--- src/rtl/div_unit.sv ---
// rtl/div_unit.sv - iterative 32-bit radix-2 restoring divider for MIPS DIV/DIVU
// Quotient goes to LO and remainder to HI; holds the pipeline via stall_o while busy.
module div_unit #(
    parameter int         WIDTH       = 32,
    parameter logic [7:0] EXE_DIV_OP  = 8'b0001_1010,
    parameter logic [7:0] EXE_DIVU_OP = 8'b0001_1011
) (
    input  logic             clk,
    input  logic             rst,
    input  logic [7:0]       alucontrol,
    input  logic             start,
    input  logic             cancel,
    input  logic [WIDTH-1:0] a,
    input  logic [WIDTH-1:0] b,
    output logic             stall_o,
    output logic             ready,
    output logic [WIDTH-1:0] lo_o,
    output logic [WIDTH-1:0] hi_o
);

    typedef enum logic [1:0] {
        IDLE = 2'd0,
        BUSY = 2'd1,
        DONE = 2'd2
    } state_t;

    state_t           state_q;
    logic [5:0]       cnt_q;
    logic [WIDTH-1:0] rem_q;
    logic [WIDTH-1:0] quo_q;
    logic [WIDTH-1:0] div_q;
    logic             sign_quo_q;
    logic             sign_rem_q;
    logic             ready_q;
    logic [WIDTH-1:0] lo_q;
    logic [WIDTH-1:0] hi_q;

    logic             is_div_op;
    logic             is_signed;
    logic             accept;
    logic [WIDTH-1:0] a_abs;
    logic [WIDTH-1:0] b_abs;
    logic [WIDTH:0]   rem_sh;
    logic [WIDTH:0]   diff;
    logic [WIDTH-1:0] rem_nx;
    logic [WIDTH-1:0] quo_nx;
    logic [WIDTH-1:0] quo_fix;
    logic [WIDTH-1:0] rem_fix;

    always_comb begin
        is_signed = (alucontrol == EXE_DIV_OP);
        is_div_op = is_signed | (alucontrol == EXE_DIVU_OP);
        accept    = (state_q == IDLE) & start & ~cancel & is_div_op;
        stall_o   = accept | (state_q == BUSY);
        a_abs     = (is_signed & a[WIDTH-1]) ? (~a) + WIDTH'(1) : a;
        b_abs     = (is_signed & b[WIDTH-1]) ? (~b) + WIDTH'(1) : b;
    end

    // One restoring step: the remainder stays below the divisor, so 33 bits cover the trial difference.
    always_comb begin
        rem_sh  = {rem_q, quo_q[WIDTH-1]};
        diff    = rem_sh - {1'b0, div_q};
        rem_nx  = diff[WIDTH] ? rem_sh[WIDTH-1:0] : diff[WIDTH-1:0];
        quo_nx  = {quo_q[WIDTH-2:0], ~diff[WIDTH]};
        quo_fix = sign_quo_q ? (~quo_nx) + WIDTH'(1) : quo_nx;
        rem_fix = sign_rem_q ? (~rem_nx) + WIDTH'(1) : rem_nx;
    end

    always_ff @(posedge clk or posedge rst) begin
        if (rst) begin
            state_q    <= IDLE;
            cnt_q      <= 6'd0;
            rem_q      <= '0;
            quo_q      <= '0;
            div_q      <= '0;
            sign_quo_q <= 1'b0;
            sign_rem_q <= 1'b0;
            ready_q    <= 1'b0;
            lo_q       <= '0;
            hi_q       <= '0;
        end else begin
            case (state_q)
                IDLE: begin
                    ready_q <= 1'b0;
                    if (accept) begin
                        if (b == '0) begin
                            lo_q    <= '1;
                            hi_q    <= a;
                            ready_q <= 1'b1;
                            state_q <= DONE;
                        end else begin
                            quo_q      <= a_abs;
                            div_q      <= b_abs;
                            rem_q      <= '0;
                            cnt_q      <= 6'd0;
                            sign_quo_q <= is_signed & (a[WIDTH-1] ^ b[WIDTH-1]);
                            sign_rem_q <= is_signed & a[WIDTH-1];
                            state_q    <= BUSY;
                        end
                    end
                end
                BUSY: begin
                    if (cancel) begin
                        state_q <= IDLE;
                    end else begin
                        rem_q <= rem_nx;
                        quo_q <= quo_nx;
                        cnt_q <= cnt_q + 6'd1;
                        if (cnt_q == 6'd31) begin
                            lo_q    <= quo_fix;
                            hi_q    <= rem_fix;
                            ready_q <= 1'b1;
                            state_q <= DONE;
                        end
                    end
                end
                DONE: begin
                    // The instruction that started us is still in EX here, so start is ignored.
                    ready_q <= 1'b0;
                    state_q <= IDLE;
                end
                default: begin
                    ready_q <= 1'b0;
                    state_q <= IDLE;
                end
            endcase
        end
    end

    assign ready = ready_q;
    assign lo_o  = lo_q;
    assign hi_o  = hi_q;

endmodule

--- config.mk ---
export PLATFORM = sky130hd
export DESIGN_NAME = div_unit
export DESIGN_NICKNAME = d
export VERILOG_FILES = /design/src/rtl/div_unit.sv
export SDC_FILE = /design/constraint.sdc
export NUM_CORES = 1
export LEC_CHECK = 0
export ABC_AREA = 1
export CORE_MARGIN = 1
export CORE_UTILIZATION = 45
export DETAILED_ROUTE_END_ITERATION = 10
export PLACE_DENSITY = 0.71
export SYNTH_ARGS = -nofsm -noshare
export SYNTH_HDL_FRONTEND = slang
export SYNTH_SLANG_ARGS = --single-unit
--- constraint.sdc ---
create_clock -name clk -period 7.4 [get_ports clk]
set_clock_uncertainty 0.2 [all_clocks]
set_input_delay 0.74 -clock clk [delete_from_list [all_inputs] [get_ports clk]]
set_output_delay 0.74 -clock clk [all_outputs]
set_load 0.1 [all_outputs]
Word-level counts from Yosys, hierarchy flattened --
Cells that the tools add are included.
Word-level totals: output and inout bits 66, memories 0, bits in latches 0, bits in read-only memories 0, word-level logic and storage cells 87, input bits 76, RAM bits 0, register bits after elaboration 171
Cells by class: $lt $le $gt $ge 0, bitwise operators 16, div/mod/pow operators 0, shift-type cells 0, $add $sub $neg 6, reduce and logical (&&, ||, !) cells 8, multiplexer cells 37, multiply operators 0, eq/ne operators 10
Operators by type and width (number):
- 2-to-1 mux 32 bit | 19
- case mux 32 bit (2 select lines) | 4
- adder 32 x 1 -> 32 bit, second input constant | 4
- inverter 32 bit | 4
- subtractor 33 x 32 -> 33 bit | 1
- logical NOT 32 bit | 1
- 2-to-1 mux 6 bit | 3
- equality test 8 x 5 -> 1 bit, second input constant | 2
- case mux 6 bit (2 select lines) | 1
- 2-to-1 mux 2 bit | 4
- adder 6 x 1 -> 6 bit, second input constant | 1
- AND 1 bit | 6
- equality test 6 x 5 -> 1 bit, second input constant | 1
- != test 2 bit, second input constant | 3
- AND reduction 5 bit | 1
- 2-to-1 mux 1 bit | 4
- != test 2 x 1 -> 1 bit, second input constant | 2
- case mux 2 bit (2 select lines) | 1
- AND reduction 2 bit | 2
- AND reduction 4 bit | 1
- != test 3 x 2 -> 1 bit, second input constant | 1
- inverter 1 bit | 3
- AND reduction 3 bit | 1
- equality test 2 x 1 -> 1 bit, second input constant | 1
- 5 further kinds | 6

Depth between registers and ports, before layout --
depth in word-level cells 8, gate-level depth with buffers 29, depth with buffers taken out 28

Least setup slack after synthesis --
OpenSTA, ideal clock, no wires.
path kind register -> register, start register quo_q[31], end register lo_q[28], in the netlist lo_o[28], slack 3.502 ns, stages on the path, launching flop included 29, data arrival time 3.615 ns, period minus slack after synthesis 3.898 ns, cells stage by stage dfrtp_1 > inv_1 > ha_1 > inv_1 > fa_1 > nand2_1 > nand2_1 > nand3_2 > nand2_2 > nand2_2 > nand2_4 > nand2_4 > nand3_2 > nand2_4 > buf_2 > ha_1 > nand4_1 > nor3_1 > inv_1 > nor2_1 > nand4_1 > nand3b_1 > nor2_1 > nand3_1 > nand2_1 > inv_1 > o21ai_0 > nand2_1 > o21ai_0
Between the ends: word-level cells in the longest chain between the ends 8
RTL lines:
- start: declaration | RTL line 30 | logic [WIDTH-1:0] quo_q;
- start signal: assignment | RTL line 92 | quo_q <= a_abs;
- start signal: assignment | RTL line 107 | quo_q <= quo_nx;
- subtractor 33 x 32 -> 33 bit | RTL line 62 | diff = rem_sh - {1'b0, div_q};
- inverter 1 bit | RTL line 64 | quo_nx = {quo_q[WIDTH-2:0], ~diff[WIDTH]};
- inverter 32 bit | RTL line 65 | quo_fix = sign_quo_q ? (~quo_nx) + WIDTH'(1) : quo_nx;
- adder 32 x 1 -> 32 bit | RTL line 65
- 2-to-1 mux 32 bit | RTL line 65
- 2-to-1 mux 32 bit | RTL line 109 | if (cnt_q == 6'd31) begin
- 2-to-1 mux 32 bit | RTL line 103 | if (cancel) begin
- case mux 32 bit (2 select lines) | RTL line 82 | case (state_q)
- end signal: assignment | RTL line 110 | lo_q <= quo_fix;
- end: declaration | RTL line 35 | logic [WIDTH-1:0] lo_q;
Every way passes these cells. The select of a mux whose other input is x is not followed. A chain may end at the register's enable or synchronous reset.

Final worst setup path --
start register quo_q[31], end register lo_q[30], in the netlist lo_o[30]
The elaborated chain is that of the path after synthesis.

==> results_dict.tcl <==
set metrics [dict create \
    portBuffers 141 \
    die_area_mm2 0.03171 \
    cp_data_required_time_ns 7.56 \
    num_rows 64 \
    drv_cap 0 \
    grt_pass1_vias 13540 \
    drive_gt1_share_pct 5.877 \
    fin_crit_sh_pct 68.70 \
    synth_top_area_cell "dfrtp_1" \
    cp_max_fo 43 \
    async_reset_ff_share_pct 100.0 \
    path_clk_slew_ns 0.07 \
    synth_edf_count 0 \
    die_w_um 178.1 \
    pin_count 142 \
    vias 14610 \
    cts_buffers 17 \
    start_kind "flop" \
    worst-setup-path-type "reg -> reg" \
    holdCritPathClass "reg -> reg" \
    die_h_um 178.1 \
    wl_um 42390 \
    stdcell_count 2710 \
    end_kind "flop" \
    synth_seq_area_share_pct 30.68 \
    max_freq_mhz 196.7 \
    vdd_drop_max_uv 189.6 \
    finalHoldViolations 0 \
    clock_path_buffers 2 \
    cts_setup_buffers 0 \
    finalPower_mw 3.717 \
    ant_nets 0 \
    grt_max_degree 94 \
    holdBufCountCts 0 \
    slew_viol_final 0 \
    antenna_found_initial 0 \
    final_net_count 2415 \
    hpwl_um 32200 \
    drt_iter0_markers 1384 \
    overflow 0 \
    syn-cell-area_mm2 0.01395 \
    rsz0062_at_grt "no" \
    cts_max_level 4 \
    n_fill_cell 3014 \
    wl_per_cell_um 15.64 \
    placed_cells 2678 \
    status "finished clean" \
    dr.pass1.iters 6 \
    ctsResizeCount 0 \
    synth_top_area_share_pct 30.68 \
    initial_utilization_pct 45.72 \
    yosys_warnings 0 \
    post-route-min-period_ns 5.084 \
    yosys-top-cells-area "dfrtp_1, nand2_1, inv_1" \
    insertion_delay_ns 0.44 \
    cts_root_buf "clkbuf_16" \
    grt_usage_pct 27.25 \
    yosysUniqueCellTypes 54 \
    synth.net_count 2325 \
    synthCells 2211 \
    tightest_slew_ns 1.091 \
    ys.flop_type "dfrtp_1" \
    place.gp.congestion 0.9550 \
    setup_viol 0 \
    diodes 0 \
    max_slew_margin_pct 27.19 \
    finalSetupTns_ns 0 \
    p_leak_nw 8.089 \
    cts.sinks 171 \
    core_area_mm2 0.03051 \
    routed_via_density 5.392 \
    synthToLayoutAreaGrowth_pct 15.73 \
    grt_pass1_wl_um 68030 \
    drc 0 \
    worst_ep_arrival_time_ns 5.24 \
    cellPowerDensity_mw_per_mm2 230.2 \
    ys_ff_latch 171 \
    post_synth.cell_area_avg_um2 6.309 \
    cts_tree "yes" \
]
## stage by stage
step | util [%] | setup WS, ns | cell area, µm² | hold WS [ns]
final | 52.92 | 2.316 | 16140 | 0.2797
after CTS | 52.92 | 2.453 | 16140 | 0.2871
after global placement | 51.06 | 2.461 | 15580 | 0.2626
after detailed placement | 51.06 | 2.383 | 15580 | 0.2650
after global routing | 52.92 | 1.873 | 16140 | 0.3117
after floorplan | - | 1.828 | 13950 | 0.2530
## layout by cell type, fill, tap and decap left out, types with 4 or more instances in the layout
cell type,Yosys,layout
nand2_1,716,715
inv_1,313,312
nor2_1,208,206
dfrtp_1,171,171
nand3_1,159,159
clkdlybuf4s50_1,0,141
o21ai_0,123,122
a21oi_1,71,71
ha_1,37,37
xor2_1,36,36
nand2_2,31,31
a31oi_1,28,27
nand4_1,26,26
o22ai_1,26,26
nor3_1,24,24
o211ai_1,19,19
clkbuf_16,0,17
nor2_2,12,13
nor4_1,11,11
nand2_4,9,10
nand3b_1,10,10
buf_4,3,10
inv_2,9,9
o31ai_1,9,9
xnor2_1,9,9
a41oi_1,9,9
o21ai_1,8,8
o221ai_1,7,7
or2_2,6,6
nor3_2,6,6
a21oi_2,4,4
nand3_2,4,4
inv_6,0,4
clkinv_2,0,4
## critical path, cell delays in order, from the launching register on
cell	delay [ns]
dfrtp_1	0.39
inv_1	0.09
ha_1	0.15
inv_1	0.07
fa_1	0.40
nand2_1	0.08
nand2_1	0.09
nand3_2	0.08
nand2_2	0.09
nand2_2	0.10
nand2_4	0.06
nand2_4	0.09
nand3_2	0.25
nand2_4	0.48
ha_1	0.29
nand4_1	0.15
nor3_1	0.35
inv_1	0.10
nor2_1	0.18
nand4_1	0.18
nand3b_1	0.24
nor2_1	0.16
nand3_1	0.09
nand2_1	0.10
inv_1	0.10
o21ai_0	0.17
nand2_1	0.07
o21ai_0	0.19
## cells in the mapped netlist, types with 11 or more instances
cell / number
nand2_2: 31
inv_1: 313
ha_1: 37
dfrtp_1: 171
nand4_1: 26
buf_2: 12
o211ai_1: 19
nor4_1: 11
o22ai_1: 26
o21ai_0: 123
nor2_2: 12
nor3_1: 24
nor2_1: 208
a31oi_1: 28
nand3_1: 159
clkbuf_1: 47
xor2_1: 36
a21oi_1: 71
nand2_1: 716
## where the power goes
| part | internal (mW) | switching, mW | total, mW | leakage (nW) |
|---|---|---|---|---|
| combinational | 0.507 | 1.17 | 1.68 | 5.69 |
| sequential | 1.04 | 0.0999 | 1.14 | 2.13 |
| clock | 0.472 | 0.431 | 0.903 | 0.276 |
| total | 2.01 | 1.70 | 3.72 | 8.09 |
## final timing paths
path / startpoint / end / slack [ns] / depth (start not counted)
setup / recovery: quo_q[31]$_DFFE_PP0P_ / lo_o[30]$_DFFE_PP0P_ / 2.32 / 27
hold / removal: lo_o[5]$_DFFE_PP0P_ / lo_o[5]$_DFFE_PP0P_ / 0.28 / 2
setup reg to reg: quo_q[31]$_DFFE_PP0P_ / lo_o[30]$_DFFE_PP0P_ / 2.32 / 27
hold reg to reg: lo_o[5]$_DFFE_PP0P_ / lo_o[5]$_DFFE_PP0P_ / 0.28 / 2
max in group asynchronous: rst / quo_q[6]$_DFFE_PP0P_ / 5.22 / 3
min in group asynchronous: rst / div_q[6]$_DFFE_PP0P_ / 0.63 / 2
## kinds of logic (layout without fill, tap and decap cells)
| group | after synthesis | in the layout | synth area share (%) |
|---|---|---|---|
| xor+xnor | 45 | 45 | 2.825 |
| fa+ha+maj | 38 | 38 | 3.462 |
| simple gates | 1238 | 1238 | 38.34 |
| compound gates | 314 | 314 | 13.07 |
| flops | 171 | 171 | 30.68 |
| buf+inv | 405 | 508 | 11.63 |
## area by class of cell
| type | count | area [µm²] | area share (%) |
|---|---|---|---|
| repair buffers | 151 | 1486 | 9.207 |
| multi-input cells | 1635 | 8092 | 50.12 |
| well taps | 396 | 495.5 | 3.069 |
| flip-flops and latches | 171 | 4279 | 26.51 |
| inverters | 325 | 1225 | 7.587 |
| clock inverters | 15 | 141.4 | 0.8758 |
| clock buffers | 17 | 425.4 | 2.635 |
## state kept, by name, summed over array words and instances (netlist names)
register    cells
sign_quo_q      1
sign_rem_q      1
div_q          32
cnt_q           6
ready           1
quo_q          32
hi_o           32
rem_q          32
lo_o           32
state_q         2
## per-layer routing
metal	up-vias	GRT usage [%]	wire, µm	part of all wire [%]
met3	80	3.623	2808	6.6
met2	523	44.29	19570	46
met1	6760	37.19	18830	44
li1	7249	-	-	-
met4	0	9.010	1185	2.8
met5	-	0	0	0
Note: power is estimated with default switching activity, not from simulation.
